**config.mk**
```make
export PLATFORM = sky130hd
export DESIGN_NAME = tt_um_accelshark_psg_i2s_rx_flat
export DESIGN_NICKNAME = d
export VERILOG_FILES = /design/src/rtl/tt_um_accelshark_psg_i2s_rx_if.sv /design/src/rtl/tt_um_accelshark_psg_i2s_rx.sv /design/src/flat_wrapper.sv
export SDC_FILE = /design/constraint.sdc
export NUM_CORES = 1
export LEC_CHECK = 0
export CORE_MARGIN = 2
export CORE_UTILIZATION = 59
export CTS_CLUSTER_DIAMETER = 30
export DETAILED_ROUTE_END_ITERATION = 16
export HOLD_SLACK_MARGIN = 0.02
export MAX_ROUTING_LAYER = met4
export PLACE_DENSITY = 0.84
export SLEW_MARGIN = 20
export SYNTH_ARGS = -nofsm -noshare
export SYNTH_HDL_FRONTEND = slang
export SYNTH_SLANG_ARGS = --single-unit
```
**constraint.sdc**
```tcl
create_clock -name sclk -period 5.9 [get_ports sclk]
set_clock_uncertainty 0.15 [all_clocks]
set_input_delay 1.18 -clock sclk [delete_from_list [all_inputs] [get_ports sclk]]
set_output_delay 1.18 -clock sclk [all_outputs]
set_load 0.1 [all_outputs]
```
**src/rtl/tt_um_accelshark_psg_i2s_rx_if.sv**
```systemverilog
// Signal bundle between an I2S source (master) and the PSG I2S receiver (slave).
// The slot_err/err_cnt fields exist only when PSG_I2S_RX_ERR_EN is defined.
interface tt_um_accelshark_psg_i2s_rx_if #(
    parameter int WIDTH = 16
);
    logic             ena;
    logic             lrck;
    logic             sdata;
    logic [WIDTH-1:0] data_l;
    logic [WIDTH-1:0] data_r;
    logic             valid;
    logic             locked;
`ifdef PSG_I2S_RX_ERR_EN
    logic             slot_err;
    logic [7:0]       err_cnt;
`endif

    modport master (
        output ena, lrck, sdata,
        input  data_l, data_r, valid, locked
`ifdef PSG_I2S_RX_ERR_EN
        , input slot_err, err_cnt
`endif
    );

    modport slave (
        input  ena, lrck, sdata,
        output data_l, data_r, valid, locked
`ifdef PSG_I2S_RX_ERR_EN
        , output slot_err, err_cnt
`endif
    );
endinterface

```
**src/rtl/tt_um_accelshark_psg_i2s_rx.sv**
```systemverilog
// Stereo I2S receiver: rebuilds a coherent left/right word pair per lrck frame.
// Optional slot-error pulse and saturating error counter under PSG_I2S_RX_ERR_EN.
module tt_um_accelshark_psg_i2s_rx #(
    parameter int WIDTH     = 16,
    parameter int SLOT_BITS = 32
) (
    input  logic                          sclk,
    input  logic                          rst_n,
    tt_um_accelshark_psg_i2s_rx_if.slave  rx
);
    localparam int NW = $clog2(SLOT_BITS + 1);

    typedef enum logic [1:0] {
        SYNC  = 2'd0,
        DUMMY = 2'd1,
        SHIFT = 2'd2,
        PAD   = 2'd3
    } state_t;

    state_t           state_q;
    logic             lrck_q;
    logic [NW-1:0]    n_q;
    logic [WIDTH-2:0] shift_q;
    logic [WIDTH-1:0] stage_l_q;
    logic             left_ok_q;
    logic [WIDTH-1:0] data_l_q;
    logic [WIDTH-1:0] data_r_q;
    logic             valid_q;
    logic             locked_q;

    logic             edge_s;
    logic             in_slot_s;
    logic [NW-1:0]    n_d;
    logic [WIDTH-1:0] word_s;
    logic             short_s;
    logic             slot_end_s;
    logic             long_s;

    // Bit index and slot-boundary events; n saturates so a stuck lrck is detectable
    always_comb begin
        edge_s    = (rx.lrck != lrck_q);
        in_slot_s = (state_q == DUMMY) || (state_q == SHIFT);
        word_s    = {shift_q, rx.sdata};
        if (edge_s) begin
            n_d = {NW{1'b0}};
        end else if (n_q == NW'(SLOT_BITS)) begin
            n_d = n_q;
        end else begin
            n_d = n_q + NW'(1);
        end
        short_s    = rx.ena && edge_s && in_slot_s;
        slot_end_s = rx.ena && !edge_s && in_slot_s && (n_d == NW'(WIDTH));
        long_s     = rx.ena && !edge_s && (state_q == PAD) && (n_d == NW'(SLOT_BITS));
    end

    // Slot FSM, deserialiser, left staging and registered outputs
    always_ff @(posedge sclk or negedge rst_n) begin
        if (!rst_n) begin
            state_q   <= SYNC;
            lrck_q    <= 1'b0;
            n_q       <= {NW{1'b0}};
            shift_q   <= {(WIDTH-1){1'b0}};
            stage_l_q <= {WIDTH{1'b0}};
            left_ok_q <= 1'b0;
            data_l_q  <= {WIDTH{1'b0}};
            data_r_q  <= {WIDTH{1'b0}};
            valid_q   <= 1'b0;
            locked_q  <= 1'b0;
        end else begin
            lrck_q  <= rx.lrck;
            n_q     <= n_d;
            valid_q <= 1'b0;
            if (!rx.ena) begin
                state_q   <= SYNC;
                locked_q  <= 1'b0;
                left_ok_q <= 1'b0;
            end else begin
                case (state_q)
                    SYNC: begin
                        if (edge_s) begin
                            state_q <= DUMMY;
                        end else begin
                            state_q <= SYNC;
                        end
                    end
                    DUMMY, SHIFT: begin
                        if (short_s) begin
                            // Truncated slot: drop the word and any pending left half, restart now
                            state_q   <= DUMMY;
                            locked_q  <= 1'b0;
                            left_ok_q <= 1'b0;
                        end else begin
                            shift_q <= word_s[WIDTH-2:0];
                            if (slot_end_s) begin
                                state_q  <= PAD;
                                locked_q <= 1'b1;
                                if (!lrck_q) begin
                                    stage_l_q <= word_s;
                                    left_ok_q <= 1'b1;
                                end else if (left_ok_q) begin
                                    data_l_q  <= stage_l_q;
                                    data_r_q  <= word_s;
                                    valid_q   <= 1'b1;
                                    left_ok_q <= 1'b0;
                                end else begin
                                    left_ok_q <= 1'b0;
                                end
                            end else begin
                                state_q <= SHIFT;
                            end
                        end
                    end
                    PAD: begin
                        if (edge_s) begin
                            state_q <= DUMMY;
                        end else if (long_s) begin
                            state_q   <= SYNC;
                            locked_q  <= 1'b0;
                            left_ok_q <= 1'b0;
                        end else begin
                            state_q <= PAD;
                        end
                    end
                    default: begin
                        state_q <= SYNC;
                    end
                endcase
            end
        end
    end

    assign rx.data_l = data_l_q;
    assign rx.data_r = data_r_q;
    assign rx.valid  = valid_q;
    assign rx.locked = locked_q;

`ifdef PSG_I2S_RX_ERR_EN
    logic       slot_err_q;
    logic [7:0] err_cnt_q;

    // Error pulse and saturating count of short/long slot events
    always_ff @(posedge sclk or negedge rst_n) begin
        if (!rst_n) begin
            slot_err_q <= 1'b0;
            err_cnt_q  <= 8'h00;
        end else begin
            slot_err_q <= short_s || long_s;
            if ((short_s || long_s) && (err_cnt_q != 8'hFF)) begin
                err_cnt_q <= err_cnt_q + 8'd1;
            end else begin
                err_cnt_q <= err_cnt_q;
            end
        end
    end

    assign rx.slot_err = slot_err_q;
    assign rx.err_cnt  = err_cnt_q;
`endif
endmodule
```
**src/flat_wrapper.sv**
```systemverilog
// flat-port wrapper written by rule: the top's interface ports become plain ports
module tt_um_accelshark_psg_i2s_rx_flat 
#(
    parameter int WIDTH     = 16,
    parameter int SLOT_BITS = 32
)
  (sclk, rst_n, rx_ena, rx_lrck, rx_sdata, rx_data_l, rx_data_r, rx_valid, rx_locked);
  tt_um_accelshark_psg_i2s_rx_if #(.WIDTH(WIDTH)) rx_i ();
  input  logic sclk;
  input  logic rst_n;
  input wire logic [$bits(rx_i.ena)-1:0] rx_ena;
  input wire logic [$bits(rx_i.lrck)-1:0] rx_lrck;
  input wire logic [$bits(rx_i.sdata)-1:0] rx_sdata;
  output wire logic [$bits(rx_i.data_l)-1:0] rx_data_l;
  output wire logic [$bits(rx_i.data_r)-1:0] rx_data_r;
  output wire logic [$bits(rx_i.valid)-1:0] rx_valid;
  output wire logic [$bits(rx_i.locked)-1:0] rx_locked;
  assign rx_i.ena = rx_ena;
  assign rx_i.lrck = rx_lrck;
  assign rx_i.sdata = rx_sdata;
  assign rx_data_l = rx_i.data_l;
  assign rx_data_r = rx_i.data_r;
  assign rx_valid = rx_i.valid;
  assign rx_locked = rx_i.locked;
  tt_um_accelshark_psg_i2s_rx #(.WIDTH(WIDTH), .SLOT_BITS(SLOT_BITS)) u_core (.sclk(sclk), .rst_n(rst_n), .rx(rx_i));
endmodule
```
# --- After elaboration in Yosys (flattened, before gate mapping) ---
# Cells that the tools add are included.
# Widths: inputs -> output; s select.
totals:
  reg_bits: 75
  output_inout_bits: 34
  word_cells: 65
  in_bits: 5
classes:
  bitwise_logic: 2
  addsub: 1
  eq_ne: 11
  n_mux: 26
  n_reduce_logical: 15
op_table:
  columns: ["operator", "count"]
  rows:
  - ["$mux 1", 17]
  - ["$eq 6x6->1 const B", 2]
  - ["$mux 6", 2]
  - ["$mux 2", 4]
  - ["$logic_and 1x1->1", 7]
  - ["$add 6x1->6 const B", 1]
  - ["$eq 6x5->1 const B", 1]
  - ["$pmux 2 s3", 1]
  - ["$reduce_and 6->1", 1]
  - ["$reduce_and 5->1", 1]
  - ["$eq 2x2->1 const B", 2]
  - ["$ne 4x2->1 const B", 1]
  - ["$pmux 1 s2", 2]
  - ["$reduce_and 4->1", 1]
  - ["$ne 3x1->1 const B", 1]
  - ["$ne 3x2->1 const B", 1]
  - ["$ne 3x3->1 const B", 1]
  - ["$reduce_and 3->1", 1]
  - ["$eq 2x1->1 const B", 1]
  - ["$logic_not 2->1", 1]
  - ["$not 1->1", 2]
  - ["$reduce_or 2->1", 1]
  - ["$logic_not 1->1", 1]
  - ["$logic_or 1x1->1", 1]
  - ["$ne 1x1->1", 1]

# --- Longest topological paths before layout ---
# Gate-level depths: netlist of the first run.
logic_depth:
  word_depth: 9
  depth_mapped: 8
  depth_no_buf: 6

# --- Least setup slack after synthesis of the first run ---
# Ideal clock, no wire load.
synth_timing:
  path_kind: "input -> register"
  from: "in rx_lrck"
  to: "reg u_core.data_l_q[10] (netlist: u_core.rx.data_l[10])"
  path_buffers: 1
  t_required_ps: 5625
  path_stages: 6
  path_slack_ps: 2925
  arrival_time_ps: 2700
  path_cell_list: "xnor2_1 nand3_2 nor4_4 o2111ai_4 buf_6 mux2_4"
synth_between:
  elab_chain_cells: 6
  elab_cells_between_ends: 11
synth_rtl:
  columns: ["item", "line", "rtl"]
  rows:
  - ["start, declared", "flat_wrapper.sv:12", "input wire logic [$bits(rx_i.lrck)-1:0] rx_lrck;"]
  - ["$ne 1x1->1 *", "tt_um_accelshark_psg_i2s_rx.sv:41", "edge_s = (rx.lrck != lrck_q);"]
  - ["parallel branches: the longest is 4 deep, another holds $mux 6", null, null]
  - ["$reduce_and 6->1 (no line) *", null, null]
  - ["end signal, assigned", "tt_um_accelshark_psg_i2s_rx.sv:65", "data_l_q <= {WIDTH{1'b0}};"]
  - ["end signal, assigned", "tt_um_accelshark_psg_i2s_rx.sv:101", "data_l_q <= stage_l_q;"]
  - ["end, declared", "tt_um_accelshark_psg_i2s_rx.sv:26", "logic [WIDTH-1:0] data_l_q;"]
# Every way passes the cells marked *.
# A chain may end at the register's enable or synchronous reset.

# --- Worst setup path in the final report of the first run ---
layout_timing:
  from: "in rx_lrck"
  to: "reg u_core.data_r_q[6] (netlist: u_core.rx.data_r[6])"
layout_between:
  elab_chain_cells: 6
  elab_cells_between_ends: 11
layout_rtl:
  columns: ["item", "line", "rtl"]
  rows:
  - ["$ne 1x1->1 *", "tt_um_accelshark_psg_i2s_rx.sv:41", null]
  - ["parallel branches: the longest is 4 deep, another holds $mux 6", null, null]
  - ["$reduce_and 6->1 (no line) *", null, null]
  - ["end signal, assigned", "tt_um_accelshark_psg_i2s_rx.sv:66", "data_r_q <= {WIDTH{1'b0}};"]
  - ["end signal, assigned", "tt_um_accelshark_psg_i2s_rx.sv:102", "data_r_q <= word_s;"]
  - ["end, declared", "tt_um_accelshark_psg_i2s_rx.sv:27", "logic [WIDTH-1:0] data_r_q;"]
# Marks and branches as above.

==> results of run 1 <==
## flip-flops by register name (all words and copies together) (netlist names), 2 cells and up
name	count
u_core.rx.data_l	16
u_core.rx.data_r	16
u_core.stage_l_q	16
u_core.shift_q	15
u_core.n_q	6
u_core.state_q	2
## layout make-up
| class | count | area share [%] |
|---|---|---|
| Sequential cell | 75 | 48.96 |
| Clock inverter | 3 | 0.5222 |
| Inverter | 6 | 0.5875 |
| Clock buffer | 13 | 4.667 |
| Timing Repair Buffer | 39 | 10.05 |
| Tap cell | 70 | 2.285 |
| Multi-Input combinational cell | 118 | 32.93 |
## stage by stage
step / setup slack (ps) / std cells / hold WS, ps
finish: 2052 / 324 / 353.6
global route: 1878 / 324 / 376.1
CTS: 2083 / 324 / 359.2
detailed placement: 1725 / 308 / 341.4
global placement: 1808 / 308 / 329.2
floorplan: 2925 / 207 / 324.9
## report_power, final
part	leakage [nW]	internal, mW	switching [mW]
logic	0.775	0.0295	0.0362
registers	1.04	0.533	0.0219
clock network	0.0977	0.198	0.180
total	1.91	0.761	0.238
## worst register-to-register path, delay by kind of cell, from the launching register on
family                 cells  cell delay, ps
AOI/OAI and AO/OA          3            1090
buffers and inverters      1             460
DFF                        1             440
muxes                      1             390
and+or+nand+nor            1             390
## cell families (layout without fill, tap and decap cells)
logic type	Yosys count	in the layout	synth area share [%]
fa+ha+maj	4	4	1.552
simple gates	30	30	6.092
compound gates	14	14	4.191
mux	64	64	25.69
xor+xnor	6	6	1.630
flops	75	75	58.21
buf+inv	14	61	2.639
## layer usage
metal | global-route usage, % | routed length [um] | vias up
li1 | - | - | 833
met1 | 26.98 | 2496 | 872
met2 | 28.97 | 2398 | 46
met3 | 6.279 | 254 | 9
met4 | 6.842 | 72 | 0
met5 | - | 0 | -
## cell usage in the layout (no fill, tap or decap), types with 2 or more instances in the layout
master,n
o211ai_1,2
inv_1,6
mux2_4,29
buf_4,2
clkinvlp_4,2
nand3_2,2
or2_2,2
nand3_1,3
xnor2_1,3
mux2_2,31
nand2_1,4
dfrtp_1,75
clkdlybuf4s50_1,37
mux2_1,3
and2_1,2
clkbuf_8,13
nor2_1,6
xor2_1,3
ha_1,4
## path summary, 6_finish.rpt
kind / endpoint / slack (ps) / depth (start not counted)
worst max-delay path: u_core.rx.data_r[6] / 2050 / 7
worst min-delay path: u_core.rx.data_l[3] / 350 / 1
worst max register to register: u_core.rx.data_r[15] / 2880 / 6
worst min register to register: u_core.rx.data_l[3] / 350 / 1
max in group asynchronous: u_core.rx.data_l[11] / 4200 / 1
min in group asynchronous: u_core.rx.data_l[0] / 810 / 1
==> impl_metrics.env, run 1 <==
export IMPL_syn_avg_cell_area_um2=15.58
export IMPL_worst_pin_slew_ps=987.6
export IMPL_finalCritPeriodShare_pct=65.22
export IMPL_sequential_cell_area_mm2=0.001877
export IMPL_grt_ovfl_total=0
export IMPL_drt_pass1_iter_count=4
export IMPL_drt_first_iter_violations=72
export IMPL_worstReg2RegStart="u_core.n_q[3]"
export IMPL_dp_hpwl_um=3427
export IMPL_multi_input_logic_area_mm2=0.001262
export IMPL_edff_count_synth=0
export IMPL_kind_of_end_point_of_the_critical_path="register"
export IMPL_design_final_nets=258
export IMPL_netlist_cell_type_count=42
export IMPL_post_cts_resized=0
export IMPL_total_negative_setup_slack_ps=0
export IMPL_areaGrowthSynthToFinish_pct=18.90
export IMPL_cts_setup_buffers=0
export IMPL_worstHoldPathType="reg -> reg"
export IMPL_yosys_warnings=0
export IMPL_global_route_wire_length_before_repair_um=8866
export IMPL_drc_errors=0
export IMPL_nFillCells=335
export IMPL_p_leak_nw=1.910
export IMPL_finalCriticalPeriod_ps=3848
export IMPL_die_height_um=77.93
export IMPL_drive_above_1_share_pct=33.86
export IMPL_timing_worst_setup_path_type="in -> reg"
export IMPL_maxCapViolations=0
export IMPL_antenna_violations_before_repair=0
export IMPL_ys_top_cells_by_count="dfrtp_1, mux2_2, mux2_4"
export IMPL_slew_hr_pct=33.96
export IMPL_cp_required_ps=5980
export IMPL_p_total_uw=999.1
export IMPL_globalplace_congestion=0.8109
export IMPL_unrepaired_setup_endpoints_after_global_routing="false"
export IMPL_outcome="completed"
export IMPL_via_count_of_the_first_global_routing_pass=1739
export IMPL_final_area_mm2=0.003834
export IMPL_dieArea_mm2=0.006072
export IMPL_grt_start_max_net_pins=76
export IMPL_ys_top_cells_by_area="dfrtp_1, mux2_4, mux2_2"
export IMPL_crit_fanout=19
export IMPL_slew_violations=0
export IMPL_report_final_hold_viol_count=0
export IMPL_buffer_ports_inserted=38
export IMPL_register_bit_total_from_synthesis=75
export IMPL_crit_family="buffers and inverters"
export IMPL_cts_inserted_buffers=9
export IMPL_clk_latency_ps=340
export IMPL_cts_tree="done"
export IMPL_cts_sinks=75
export IMPL_grt_util_all_layers_pct=19.98
export IMPL_synth_main_ff_cell="dfrtp_1"
export IMPL_route_detailed_wl_per_inst_um=16.12
export IMPL_core_mm2=0.005205
export IMPL_placementRows=26
export IMPL_synthCells=207
export IMPL_top_level_ports=39
export IMPL_place_area_mm2=0.003635
export IMPL_fin_util_pct=73.65
export IMPL_vias_per_cell=5.432
export IMPL_hold_path_startpoint="u_core.stage_l_q[3]"
export IMPL_setup_worst_path_start="rx_lrck"
export IMPL_cp_slowest_stage_delay_ps=500
export IMPL_worst_setup_path_start_kind="input pin"
export IMPL_post_synthesis_instance_area_mm2=0.003224
export IMPL_maximum_clock_frequency_mhz=259.9
export IMPL_synth_async_sr_flop_share_pct=100.0
export IMPL_postCtsHoldBufs=0
export IMPL_antenna_left=0
export IMPL_die_width_um=77.93
export IMPL_final_antenna_diode_count=0
export IMPL_yosys_cell_count_top_type="dfrtp_1"
export IMPL_crit_chain="clkdlybuf4s50_1 > xnor2_1 > nand3_2 > nor4_4 > o2111ai_4 > buf_4 > mux2_4"
export IMPL_synth_seq_area_share_pct=58.21
export IMPL_ctsHtreeMaxLevel=3
export IMPL_synth_top_cell_area_share_pct=58.21
export IMPL_post_synthesis_cell_type_with_the_largest_combined_area="dfrtp_1"
export IMPL_initial_standard_cell_utilization_of_the_core_pct=61.95
export IMPL_worst_path_buf_inv=2
export IMPL_power_per_cell_area_mw_per_mm2=260.6
export IMPL_ir_drop_uv=205.5
export IMPL_clk_root_buffer_cell="clkbuf_8"
export IMPL_detailroute_via_count=1760
export IMPL_detail_route_wirelength_um=5222
export IMPL_clkTransAtPathRegs_ps=70
export IMPL_setup_violations_final=0
export IMPL_synth_nets=216
export IMPL_cts_root_to_sink_buffers=2
export IMPL_critical_path_slowest_cell="clkdlybuf4s50_1"
export IMPL_worst_ep_arrival_time_ps=3930
No activity file was read; power rests on OpenSTA's default activity.
==> run 2, diff against run 1 <==
--- a/config.mk
+++ b/config.mk
@@ -6,12 +6,12 @@
 export NUM_CORES = 1
 export LEC_CHECK = 0
 export CORE_MARGIN = 2
-export CORE_UTILIZATION = 59
+export CORE_UTILIZATION = 50
 export CTS_CLUSTER_DIAMETER = 30
 export DETAILED_ROUTE_END_ITERATION = 16
 export HOLD_SLACK_MARGIN = 0.02
 export MAX_ROUTING_LAYER = met4
-export PLACE_DENSITY = 0.84
+export PLACE_DENSITY = 0.76
 export SLEW_MARGIN = 20
 export SYNTH_ARGS = -nofsm -noshare
 export SYNTH_HDL_FRONTEND = slang
==> constraint.sdc (replaced) <==
create_clock -name sclk -period 3.3 [get_ports sclk]
set_clock_uncertainty 0.15 [all_clocks]
set_input_delay 0.66 -clock sclk [delete_from_list [all_inputs] [get_ports sclk]]
set_output_delay 0.66 -clock sclk [all_outputs]
set_load 0.1 [all_outputs]
==> run 2 against run 1 <==
  * Cell count rose by 3.4%
  * Worst setup slack worse by 1500 ps
  * Design area decreased by 0.13%
  * Clock power increased by 120%
  * Power increased by 95%
  * Via count is 1.0% lower
  * Critical path type unchanged
  * Critical endpoint is now u_core.stage_l_q[14]
  * Highest routed layer unchanged
==> impl_metrics.env, run 2 (synthesized netlist as in run 1, its figures left out) <==
export IMPL_vias_per_cell=5.200
export IMPL_drive_above_1_share_pct=47.67
export IMPL_clkTransAtPathRegs_ps=70
export IMPL_total_negative_setup_slack_ps=0
export IMPL_die_height_um=84.31
export IMPL_pwr_share_seq_pct=50.8
export IMPL_setup_reg_to_reg_worst_slack_ps=600
export IMPL_worstHoldPathType="in -> async"
export IMPL_dieArea_mm2=0.007107
export IMPL_cp_slowest_stage_delay_ps=500
export IMPL_globalplace_congestion=0.7925
export IMPL_power_per_cell_area_mw_per_mm2=509.3
export IMPL_slew_violations=0
export IMPL_maxCapViolations=0
export IMPL_cp_required_ps=3380
export IMPL_unrepaired_setup_endpoints_after_global_routing="false"
export IMPL_critical_path_top_cell_by_count="nand3_2"
export IMPL_kind_of_end_point_of_the_critical_path="register"
export IMPL_buffer_ports_inserted=38
export IMPL_holdWs_ps=306.5
export IMPL_ctsHtreeMaxLevel=3
export IMPL_clk_latency_ps=340
export IMPL_report_final_hold_viol_count=0
export IMPL_grt_start_max_net_pins=76
export IMPL_drt_pass1_iter_count=4
export IMPL_cts_sinks=75
export IMPL_maximum_clock_frequency_mhz=359.1
export IMPL_antenna_left=0
export IMPL_worst_ep_arrival_time_ps=2860
export IMPL_final_antenna_diode_count=0
export IMPL_worst_r2r_path_depth=6
export IMPL_outcome="completed"
export IMPL_power_frac_clock_pct=43.0
export IMPL_worst_pin_slew_ps=911.4
export IMPL_drc_errors=0
export IMPL_pre_cts_slack_ps=115.8
export IMPL_areaGrowthSynthToFinish_pct=18.74
export IMPL_worst_path_buf_inv=1
export IMPL_postCtsHoldBufs=0
export IMPL_core_mm2=0.006277
export IMPL_finalCritPeriodShare_pct=84.38
export IMPL_slew_hr_pct=39.24
export IMPL_design_final_nets=262
export IMPL_crit_chain="clkdlybuf4s50_1 > xnor2_1 > nand3_2 > nor4_4 > nand3_2 > mux2_2"
export IMPL_comb_power_share_pct=6.2
export IMPL_grt_ovfl_total=0
export IMPL_cts_inserted_buffers=9
export IMPL_nFillCells=472
export IMPL_detailroute_via_count=1742
export IMPL_dp_hpwl_um=3425
export IMPL_global_route_wire_length_before_repair_um=8797
export IMPL_layout_cells_most_common="dfrtp_1"
export IMPL_initial_standard_cell_utilization_of_the_core_pct=51.37
export IMPL_top_level_ports=39
export IMPL_grt_util_all_layers_pct=16.65
export IMPL_drt_first_iter_violations=74
export IMPL_cts_tree="done"
export IMPL_crit_family="simple AND/OR/NAND/NOR gates"
export IMPL_timing_worst_setup_path_type="in -> reg"
export IMPL_final_cell_mix="dfrtp_1, buf_4, mux2_2, mux2_4, clkbuf_8"
export IMPL_final_setup_worst_slack_ps=515.3
export IMPL_placementRows=29
export IMPL_p_leak_nw=2.023
export IMPL_detail_route_wirelength_um=5169
export IMPL_post_cts_resized=0
export IMPL_antenna_violations_before_repair=0
export IMPL_via_count_of_the_first_global_routing_pass=1780
export IMPL_critical_path_slowest_cell="clkdlybuf4s50_1"
export IMPL_finalCriticalPeriod_ps=2785
export IMPL_setup_violations_final=0
export IMPL_power_internal_mw=1.515
export IMPL_netSwitchingFraction_pct=22.33
export IMPL_cts_setup_buffers=0
export IMPL_crit_fanout=16
export IMPL_power_switching_uw=435.3
export IMPL_die_width_um=84.31
export IMPL_worst_setup_path_start_kind="input pin"
export IMPL_critical_path_reg2reg_endpoint="u_core.stage_l_q[14]"
export IMPL_clk_root_buffer_cell="clkbuf_8"
export IMPL_worstReg2RegStart="u_core.n_q[1]"
export IMPL_cts_root_to_sink_buffers=2
export IMPL_ir_drop_uv=425.5
export IMPL_route_detailed_wl_per_inst_um=15.43
-- run 2: how the worst max path moves through the flow --
stage,startpoint,endpoint,slack [ps],cells past startpoint
after floorplan,rx_lrck,u_core.rx.data_l[10],840,6
after global placement,rx_lrck,u_core.stage_l_q[6],240,6
after detailed placement,rx_lrck,u_core.stage_l_q[14],120,6
after CTS,rx_lrck,u_core.stage_l_q[13],510,6
after global routing,rx_lrck,u_core.stage_l_q[14],340,6
final,rx_lrck,u_core.stage_l_q[14],520,6
-- run 2: layer usage --
| layer | routed length, um | track usage [%] | share of wire (%) |
|---|---|---|---|
| met1 | 2443 | 22.37 | 47 |
| met2 | 2404 | 23.16 | 47 |
| met3 | 207 | 3.933 | 4.0 |
| met4 | 114 | 9.531 | 2.2 |
| met5 | 0 | - | 0 |
-- run 2: power groups by stage --
stage | Sequential (mW) | Clock [mW] | Combinational (mW)
2_1_floorplan | 0.997 | 0 | 0.0825
3_3_place_gp | 1.01 | 0 | 0.119
3_5_place_dp | 1.01 | 0 | 0.122
4_1_cts | 0.991 | 0.861 | 0.123
5_1_grt | 0.997 | 0.910 | 0.135
6_report | 0.991 | 0.839 | 0.120
-- run 2: worst reg2reg max path: cells and delay by family, from the launching register on --
kind                       cells  cell delay [ps]
xor gates and xnor gates       1              230
adders and majority gates      1              250
DFF                            1              450
muxes                          1              430
and+or+nand+nor                3             1080
-- run 2: layout make-up --
type / count / area [um2] / area share [%]
Clock buffer: 10 / 127.6 / 3.333
Clock inverter: 6 / 112.6 / 2.941
Inverter: 6 / 22.52 / 0.5882
Multi-Input combinational cell: 118 / 1262 / 32.97
Sequential cell: 75 / 1877 / 49.02
Tap cell: 77 / 96.34 / 2.516
Timing Repair Buffer: 43 / 330.3 / 8.627
-- run 2: per-stage QoR --
| step | cells | utilization, % | power, mW | instance area (um2) |
|---|---|---|---|---|
| final | 335 | 60.99 | 1.950 | 3829 |
| after global routing | 335 | 60.99 | 2.043 | 3829 |
| after global placement | 319 | 57.17 | 1.128 | 3588 |
| after CTS | 335 | 60.99 | 1.975 | 3829 |
| after detailed placement | 319 | 57.17 | 1.133 | 3588 |
| after floorplan | 207 | - | 1.079 | 3224 |
